<file path="config.mk">
export PLATFORM = sky130hd
export DESIGN_NAME = arb_requester
export DESIGN_NICKNAME = d
export VERILOG_FILES = /design/src/rtl/arb_requester.sv
export SDC_FILE = /design/constraint.sdc
export NUM_CORES = 1
export LEC_CHECK = 0
export CAP_MARGIN = 20
export CORE_UTILIZATION = 35
export CTS_CLUSTER_DIAMETER = 120
export DETAILED_ROUTE_END_ITERATION = 8
export REMOVE_ABC_BUFFERS = 1
export SYNTH_ARGS = -nofsm -noshare
export SYNTH_HDL_FRONTEND = slang
export SYNTH_SLANG_ARGS = --single-unit
</file>
<file path="constraint.sdc">
create_clock -name clk -period 2.25 [get_ports clk]
set_input_delay 0.675 -clock clk [delete_from_list [all_inputs] [get_ports clk]]
set_output_delay 0.675 -clock clk [all_outputs]
set_load 0.02 [all_outputs]
</file>
<file path="src/rtl/arb_requester.sv">
// Requester-side agent for a 4-way request/grant arbiter: buffers local writes
// in a FIFO, requests the bus once a burst is ready and streams it on grant.
module arb_requester #(
  parameter int DATA_W    = 8,
  parameter int DEPTH     = 8,
  parameter int BURST_LEN = 4,
  parameter int TIMEOUT   = 15
) (
  input  logic              clk,
  input  logic              resetn,
  input  logic              wr_en,
  input  logic [DATA_W-1:0] wr_data,
  input  logic              flush,
  output logic              full,
  output logic              rqst,
  input  logic              grant,
  output logic              bus_valid,
  output logic [DATA_W-1:0] bus_data,
  output logic              bus_last,
  output logic              timeout_err,
  output logic              busy
);

  localparam int PTR_W  = (DEPTH > 1) ? $clog2(DEPTH) : 1;
  localparam int CNT_W  = $clog2(DEPTH + 1);
  localparam int WAIT_W = $clog2(TIMEOUT + 1);

  localparam logic [PTR_W-1:0]  PTR_LAST  = PTR_W'(DEPTH - 1);
  localparam logic [CNT_W-1:0]  DEPTH_C   = CNT_W'(DEPTH);
  localparam logic [CNT_W-1:0]  BURST_C   = CNT_W'(BURST_LEN);
  localparam logic [WAIT_W-1:0] TIMEOUT_C = WAIT_W'(TIMEOUT);

  typedef enum logic [1:0] {S_IDLE, S_REQ, S_XFER, S_RELEASE} state_t;

  state_t              state_q, state_d;
  logic [CNT_W-1:0]    blen_q, blen_d;
  logic [CNT_W-1:0]    beat_q, beat_d;
  logic [WAIT_W-1:0]   wait_q, wait_d;
  logic [WAIT_W-1:0]   wait_inc;
  logic                rqst_q, rqst_d;
  logic                busy_q, busy_d;
  logic                tout_q, tout_d;

  logic [DATA_W-1:0]   mem_q [DEPTH];
  logic [PTR_W-1:0]    rd_ptr_q, wr_ptr_q;
  logic [CNT_W-1:0]    count_q, count_d;
  logic                full_q;
  logic                push, pop;

  // ---------------- FIFO ----------------
  // A write while full is dropped even if a beat frees a slot in the same cycle.
  assign push = wr_en && !full_q;
  assign pop  = bus_valid;

  always_comb begin
    count_d = count_q;
    if (push && !pop)
      count_d = count_q + CNT_W'(1);
    else if (!push && pop)
      count_d = count_q - CNT_W'(1);
  end

  always_ff @(posedge clk) begin
    if (push)
      mem_q[wr_ptr_q] <= wr_data;
  end

  always_ff @(posedge clk) begin
    if (!resetn) begin
      rd_ptr_q <= '0;
      wr_ptr_q <= '0;
      count_q  <= '0;
      full_q   <= 1'b0;
    end else begin
      if (push)
        wr_ptr_q <= (wr_ptr_q == PTR_LAST) ? '0 : wr_ptr_q + PTR_W'(1);
      if (pop)
        rd_ptr_q <= (rd_ptr_q == PTR_LAST) ? '0 : rd_ptr_q + PTR_W'(1);
      count_q <= count_d;
      full_q  <= (count_d == DEPTH_C);
    end
  end

  // ---------------- FSM: state register ----------------
  always_ff @(posedge clk) begin
    if (!resetn) begin
      state_q <= S_IDLE;
      blen_q  <= '0;
      beat_q  <= '0;
      wait_q  <= '0;
      rqst_q  <= 1'b0;
      busy_q  <= 1'b0;
      tout_q  <= 1'b0;
    end else begin
      state_q <= state_d;
      blen_q  <= blen_d;
      beat_q  <= beat_d;
      wait_q  <= wait_d;
      rqst_q  <= rqst_d;
      busy_q  <= busy_d;
      tout_q  <= tout_d;
    end
  end

  // ---------------- FSM: next state ----------------
  assign wait_inc = wait_q + WAIT_W'(1);

  always_comb begin
    state_d = state_q;
    blen_d  = blen_q;
    beat_d  = beat_q;
    wait_d  = wait_q;
    tout_d  = 1'b0;
    case (state_q)
      S_IDLE: begin
        // Burst length is frozen here; later pushes wait for the next burst.
        if (count_q >= BURST_C) begin
          state_d = S_REQ;
          blen_d  = BURST_C;
          wait_d  = '0;
        end else if (flush && count_q != '0) begin
          state_d = S_REQ;
          blen_d  = count_q;
          wait_d  = '0;
        end
      end
      S_REQ: begin
        if (grant) begin
          state_d = S_XFER;
          beat_d  = '0;
        end else if (wait_inc == TIMEOUT_C) begin
          state_d = S_RELEASE;
          tout_d  = 1'b1;
        end else begin
          wait_d = wait_inc;
        end
      end
      S_XFER: begin
        if (!grant) begin
          state_d = S_RELEASE;
        end else begin
          beat_d = beat_q + CNT_W'(1);
          if (beat_q == blen_q - CNT_W'(1))
            state_d = S_RELEASE;
        end
      end
      S_RELEASE: state_d = S_IDLE;
      default:   state_d = S_IDLE;
    endcase
  end

  // ---------------- FSM: outputs ----------------
  always_comb begin
    bus_valid = (state_q == S_XFER) && grant;
    bus_last  = bus_valid && (beat_q == blen_q - CNT_W'(1));
    bus_data  = mem_q[rd_ptr_q];
    rqst_d    = (state_d == S_REQ) || (state_d == S_XFER);
    busy_d    = (state_d != S_IDLE);
  end

  assign full        = full_q;
  assign rqst        = rqst_q;
  assign busy        = busy_q;
  assign timeout_err = tout_q;

endmodule
</file>
==> reports/qor.yml, run 1 <==
global_route:
  grt_max_degree: 21
  grt_pass1_vias: 2562
  grt_pass1_wl_um: 12700
  overflow: 0
  antenna_found_initial: 0
  grt.total_usage: 0.144
worst_setup_path:
  critPathCaptureType: "output pin"
  cp_data_arrival_time_ps: 1780
  cp.required_ps: 1570
  criticalPathCategory: "reg -> out"
  critical_path.max_fanout: 8
  crit_path_end: "bus_data[2]"
  critPathLaunchType: "flop"
  worstReg2RegEnd: "rqst"
  rr_worst_depth: 9
  crit-reg2reg-launch: "blen_q[1]"
  r2r_setup_slack_ps: 240
hold_path:
  hold_class: "reg -> reg"
  min_from: "wait_q[3]"
layout:
  area_growth_syn_to_layout_pct: 25.4
  postLayoutCoreUtil: 0.449
  fillerInstances: 1049
  drive_above_1_share: 0.281
  fin_nets: 375
  postLayoutCellArea_mm2: 0.00510
  antenna_cells: 0
synth:
  synth_area_leader_cell: "edfxtp_1"
  synth-seq-cells: 95
  synth_top_area_frac: 0.472
  synth_most_common_cell: "edfxtp_1"
  netlist_area_mm2: 0.00407
  synth_common_cells: "64 x edfxtp_1, 31 x dfxtp_1, 24 x nand2_1"
  async_flop_share: 0
  ys_warn_count: 0
  synthFlopType: "edfxtp_1"
  syn_area_per_cell_um2: 14.0
  synth.area.top_cells: "edfxtp_1 47%, dfxtp_1 15%, mux4_2 8.9%, ha_1 3.4%, mux2_2 2.2%"
  synth_edf_count: 64
  netlist_instances: 291
  synth_cell_types: 48
  yosysSeqAreaShare: 0.625
place:
  post_dp_cell_area_mm2: 0.00475
  post-dp-hpwl_um: 5180
  gp_congestion: 0.800
  io_buffers: 26
sta:
  fmax_mhz: 407
  final_hold_viol_count: 0
  fin_crit_sh: 1.09
  relSlewSlack: 0.726
  rsz0062_at_grt: "yes"
  tns_ps: -1610
  drv_slew: 0
  skew_ps: 7.07
  finalSetupViolCount: 9
  period_minus_slack_ps: 2460
  postLayoutSetupSlackWorst_ps: -207
  hold_ws_ps: 474
  worst_pin_slew_ps: 404
drt:
  vias: 2510
  wl_per_cell_um: 15.5
  postRouteAntennaNets: 0
  drc: 0
  avgViaCountPerCell: 5.03
  drt_first_pass_iters: 4
  drt-total-wl_um: 7740
  drt_iter0_markers: 113
floorplan:
  initial_utilization: 0.358
  die_h_um: 110
  core_mm2: 0.0114
  die_w_um: 110
  dieArea_mm2: 0.0121
  io_pins: 27
  num_rows: 39
outcome:
  violations: "setup timing"
  status: "finished, violations left"
power_and_ir_drop:
  leakage_nw: 1.82
  pwr_density_cell_mw_per_mm2: 793
  power.total_mw: 4.05
  vdd_drop_max_mv: 0.479
clock_tree:
  clkLatencyLatePin_ps: 340
  numCtsBuffers: 9
  cts_max_level: 3
  cts-root-buf: "clkbuf_16"
  cts.sinks: 95
  tritoncts: "done"
  clk_path_buf_depth: 2
  path_clk_slew_ps: 60
  cts_hold_buf: 0
job:
  maxCapViolations: 0
==> flip-flops by register name (all words and copies together) (netlist names), named ones only <==
signal	cells
timeout_err	1
full	1
blen_q	4
mem_q	64
wait_q	4
rd_ptr_q	3
count_q	4
beat_q	4
state_q	2
rqst	1
busy	1
wr_ptr_q	3
==> through the flow <==
stage,setup WS [ps],std cells
floorplan,-194,278
global placement,-660,482
detailed placement,-638,482
CTS,-308,500
global route,-262,499
finish,-207,499
==> what timing repair did <==
action	in CTS	in global routing
setup endpoints to repair	10	10
pin swaps	4	3
gates cloned	1	0
gates resized for setup	68	7
buffers inserted	1	0
==> layout by cell type, fill, tap and decap left out, types with 7 or more instances in the layout <==
cell type	instances
nor2_1	16
nand2_1	24
edfxtp_1	64
nor3_1	7
mux2_4	7
buf_6	8
a21oi_1	16
mux4_2	16
buf_4	33
clkdlybuf4s50_1	15
ha_1	10
clkbuf_16	9
dfxtp_1	28
==> worst min-delay path by stage <==
stage / to / cells past startpoint
final: wait_q[3] / 2
after global routing: flop / 2
after CTS: wait_q[3] / 2
after detailed placement: wait_q[3] / 2
after global placement: wait_q[3] / 2
after floorplan: wait_q[3] / 2
==> layout make-up <==
cell class / instances / area, um2 / area share
multi-input cells: 173 / 1480 / 0.290
repair buffers: 62 / 582 / 0.114
inverters: 10 / 40.0 / 0.00784
well taps: 143 / 179 / 0.0350
flip-flops and latches: 95 / 2550 / 0.499
clock inverters: 5 / 42.5 / 0.00833
clock buffers: 11 / 233 / 0.0456
==> worst max-delay path, stage by stage (launching register included) <==
cell	delay, ps
dfxtp_4	370
buf_12	140
mux4_2	500
mux2_4	290
buf_6	130
==> cell families after synthesis <==
group	Yosys count	share of synthesized area
AOI/OAI and AO/OA	40	0.0643
xor gates and xnor gates	10	0.0215
adders and majority gates	11	0.0338
buffers and inverters	23	0.0255
DFF	95	0.625
muxes	26	0.119
and+or+nand+nor	86	0.112
==> power breakdown <==
part | total [mW] | leakage [nW] | switching [mW] | internal [mW]
registers | 1.99 | 0.835 | 0.0518 | 1.94
clock network | 1.39 | 0.130 | 0.629 | 0.759
logic | 0.671 | 0.855 | 0.346 | 0.325
==> layer usage <==
metal	vias up	share of wire	global-route usage
li1	1213	-	-
met1	1256	0.43	0.169
met2	34	0.52	0.257
met3	7	0.036	0.0439
met4	0	0.0080	0.0343
met5	-	0	0
Note: power is estimated with default switching activity, not from simulation.
==> inputs of run 2 (changes only) <==
--- a/config.mk
+++ b/config.mk
@@ -9,6 +9,7 @@
 export CORE_UTILIZATION = 35
 export CTS_CLUSTER_DIAMETER = 120
 export DETAILED_ROUTE_END_ITERATION = 8
+export RECOVER_POWER = 25
 export REMOVE_ABC_BUFFERS = 1
 export SYNTH_ARGS = -nofsm -noshare
 export SYNTH_HDL_FRONTEND = slang
==> run 2 against run 1 <==
Against the previous run: the run still ends with setup timing left; via count up 0.16%; design area unchanged; first-iteration DRC count unchanged; highest routed layer unchanged.
==> reports/qor.yml, run 2 (same netlist as run 1, synthesis figures left out) <==
outcome:
  status: "finished, violations left"
  violations: "setup timing"
drt:
  drc: 0  # unchanged
  vias: 2514  # +0.16%
  drt-total-wl_um: 7730  # about the same
  avgViaCountPerCell: 5.04  # +0.16%
  wl_per_cell_um: 15.5  # about the same
  postRouteAntennaNets: 0  # unchanged
  drt_iter0_markers: 113  # unchanged
  drt_first_pass_iters: 4  # unchanged
power_and_ir_drop:
  clockPowerShare: 0.343  # about the same
  power_frac_seq: 0.491  # about the same
  power.total_mw: 4.05  # about the same
  combPwrFrac: 0.165  # about the same
  power_switching_mw: 1.03  # about the same
  vdd_drop_max_mv: 0.481  # +0.28%
  leakage_nw: 1.82  # about the same
  pwr_density_cell_mw_per_mm2: 793  # about the same
  p_sw_frac: 0.254  # +0.000267
  p_int_mw: 3.02  # about the same
global_route:
  overflow: 0  # unchanged
  met1_usage: 0.169  # unchanged
  antenna_found_initial: 0  # unchanged
  use_met2: 0.257  # unchanged
  grt_pass1_vias: 2562  # unchanged
  use_met3: 0.0439  # unchanged
  top_usage_layer: "met2"
  grt.total_usage: 0.144  # unchanged
  grt_max_degree: 21  # unchanged
  grt_pass1_wl_um: 12700  # unchanged
worst_setup_path:
  critical_path_buf_inv_count: 2  # unchanged
  cp_data_arrival_time_ps: 1780  # about the same
  critPathLaunchType: "flop"
  cp.required_ps: 1570  # about the same
  crit_family: "multiplexers"
  cp_slowest_cell: "mux4_2"
  cpPeakStageDelay_ps: 500  # about the same
  critPathCaptureType: "output pin"
  criticalPathCategory: "reg -> out"
  critical_path.max_fanout: 8  # unchanged
  path_cells: "buf_12 -> mux4_2 -> mux2_4 -> buf_6"
layout:
  antenna_cells: 0  # unchanged
  final_cell_mix: "64 x edfxtp_1, 33 x buf_4, 28 x dfxtp_1"
  fin_cells: 499  # unchanged
  fin_nets: 375  # unchanged
  final_common_cell: "edfxtp_1"
  fillerInstances: 1049  # unchanged
  postLayoutCellArea_mm2: 0.00510  # unchanged
  top_register: "mem_q"
  largest_register_ffs: 64  # unchanged
  area_growth_syn_to_layout_pct: 25.4  # unchanged
  drive_above_1_share: 0.281  # unchanged
clock_tree:
  cts-root-buf: "clkbuf_16"
  cts_max_level: 3  # unchanged
  numCtsBuffers: 9  # unchanged
  clkLatencyLatePin_ps: 340  # about the same
  tritoncts: "done"
  clk_path_buf_depth: 2  # unchanged
  path_clk_slew_ps: 60  # about the same
  cts.sinks: 95  # unchanged
job:
  maxCapViolations: 0  # unchanged
place:
  post_dp_cell_area_mm2: 0.00475  # unchanged
  gp_congestion: 0.800  # unchanged
  dp_slack_ps: -638  # unchanged
  io_buffers: 26  # unchanged
  post-dp-hpwl_um: 5180  # unchanged
  place_inst: 482  # unchanged
floorplan:
  die_h_um: 110  # unchanged
  io_pins: 27  # unchanged
  initial_utilization: 0.358  # unchanged
  dieArea_mm2: 0.0121  # unchanged
  die_w_um: 110  # unchanged
  num_rows: 39  # unchanged
  core_mm2: 0.0114  # unchanged
sta:
  period_minus_slack_ps: 2460  # +0.220 ps
  fmax_mhz: 407  # about the same
  fin_crit_sh: 1.09  # about the same
  worst_pin_slew_ps: 404  # unchanged
  rsz0062_at_grt: "yes"
  drv_slew: 0  # unchanged
  skew_ps: 7.07  # -0.0000600 ps
  finalSetupViolCount: 9  # unchanged
  postLayoutSetupSlackWorst_ps: -207  # -0.220 ps
  final_hold_viol_count: 0  # unchanged
  tns_ps: -1610  # -2.26 ps
  relSlewSlack: 0.726  # unchanged
hold_path:
  hold_class: "reg -> reg"
[run 2: changes by cell type in the layout (fill, tap and decap cells not counted)]
cell | before | now
dlygate4sd3_1 | 0 | 6
clkdlybuf4s50_1 | 15 | 9
[run 2: path summary, 6_finish.rpt]
kind | startpoint | to | slack (ps) | cells after the start
setup / recovery | flop | bus_data[2] | -210 | 4
hold / removal | wait_q[3] | wait_q[3] | 470 | 2
setup reg to reg | blen_q[1] | rqst | 240 | 9
hold reg to reg | wait_q[3] | wait_q[3] | 470 | 2
[run 2: through the flow]
stage / util / hold WS (ps)
2_1_floorplan: - / 437
3_3_place_gp: 0.418 / 450
3_5_place_dp: 0.418 / 471
4_1_cts: 0.450 / 479
5_1_grt: 0.449 / 511
6_report: 0.449 / 474
[run 2: worst register-to-register path, stage by stage (launching register included)]
cell and delay (ps):
dfxtp_2 330, inv_2 40, ha_4 250, xor2_1 130
nand2_1 110, buf_4 150, o311ai_1 240, o311ai_1 190
ha_1 310, and2_1 150
[run 2: power groups by stage]
stage / Combinational (mW) / Sequential, mW / Clock, mW
5_1_grt: 0.744 / 2.00 / 1.49
2_1_floorplan: 0.336 / 2.06 / 0
3_3_place_gp: 0.636 / 2.02 / 0
3_5_place_dp: 0.647 / 2.02 / 0
6_report: 0.669 / 1.99 / 1.39
4_1_cts: 0.679 / 1.99 / 1.43
[run 2: area by class of cell]
cell class | count | area [um2] | area share
well taps | 143 | 179 | 0.0350
inverters | 10 | 40.0 | 0.00784
clock buffers | 11 | 233 | 0.0456
multi-input cells | 173 | 1480 | 0.290
flip-flops and latches | 95 | 2550 | 0.499
clock inverters | 5 | 42.5 | 0.00833
repair buffers | 62 | 582 | 0.114
[run 2: repair_timing]
| item | CTS | global route |
|---|---|---|
| resized for setup | 68 | 7 |
| gates cloned | 1 | 0 |
| endpoints found under the hold margin | 0 | 0 |
| endpoints found under the setup margin | 10 | 10 |
| hold buffers | 0 | 0 |
| setup buffers | 1 | 0 |
| pin swaps | 4 | 3 |
[run 2: metal layers]
layer / routed length (um) / vias to the layer above / share of wire
met4: 62 / 0 / 0.0080
met3: 292 / 7 / 0.038
met5: 0 / - / 0
li1: - / 1213 / -
met2: 4040 / 36 / 0.52
met1: 3340 / 1258 / 0.43
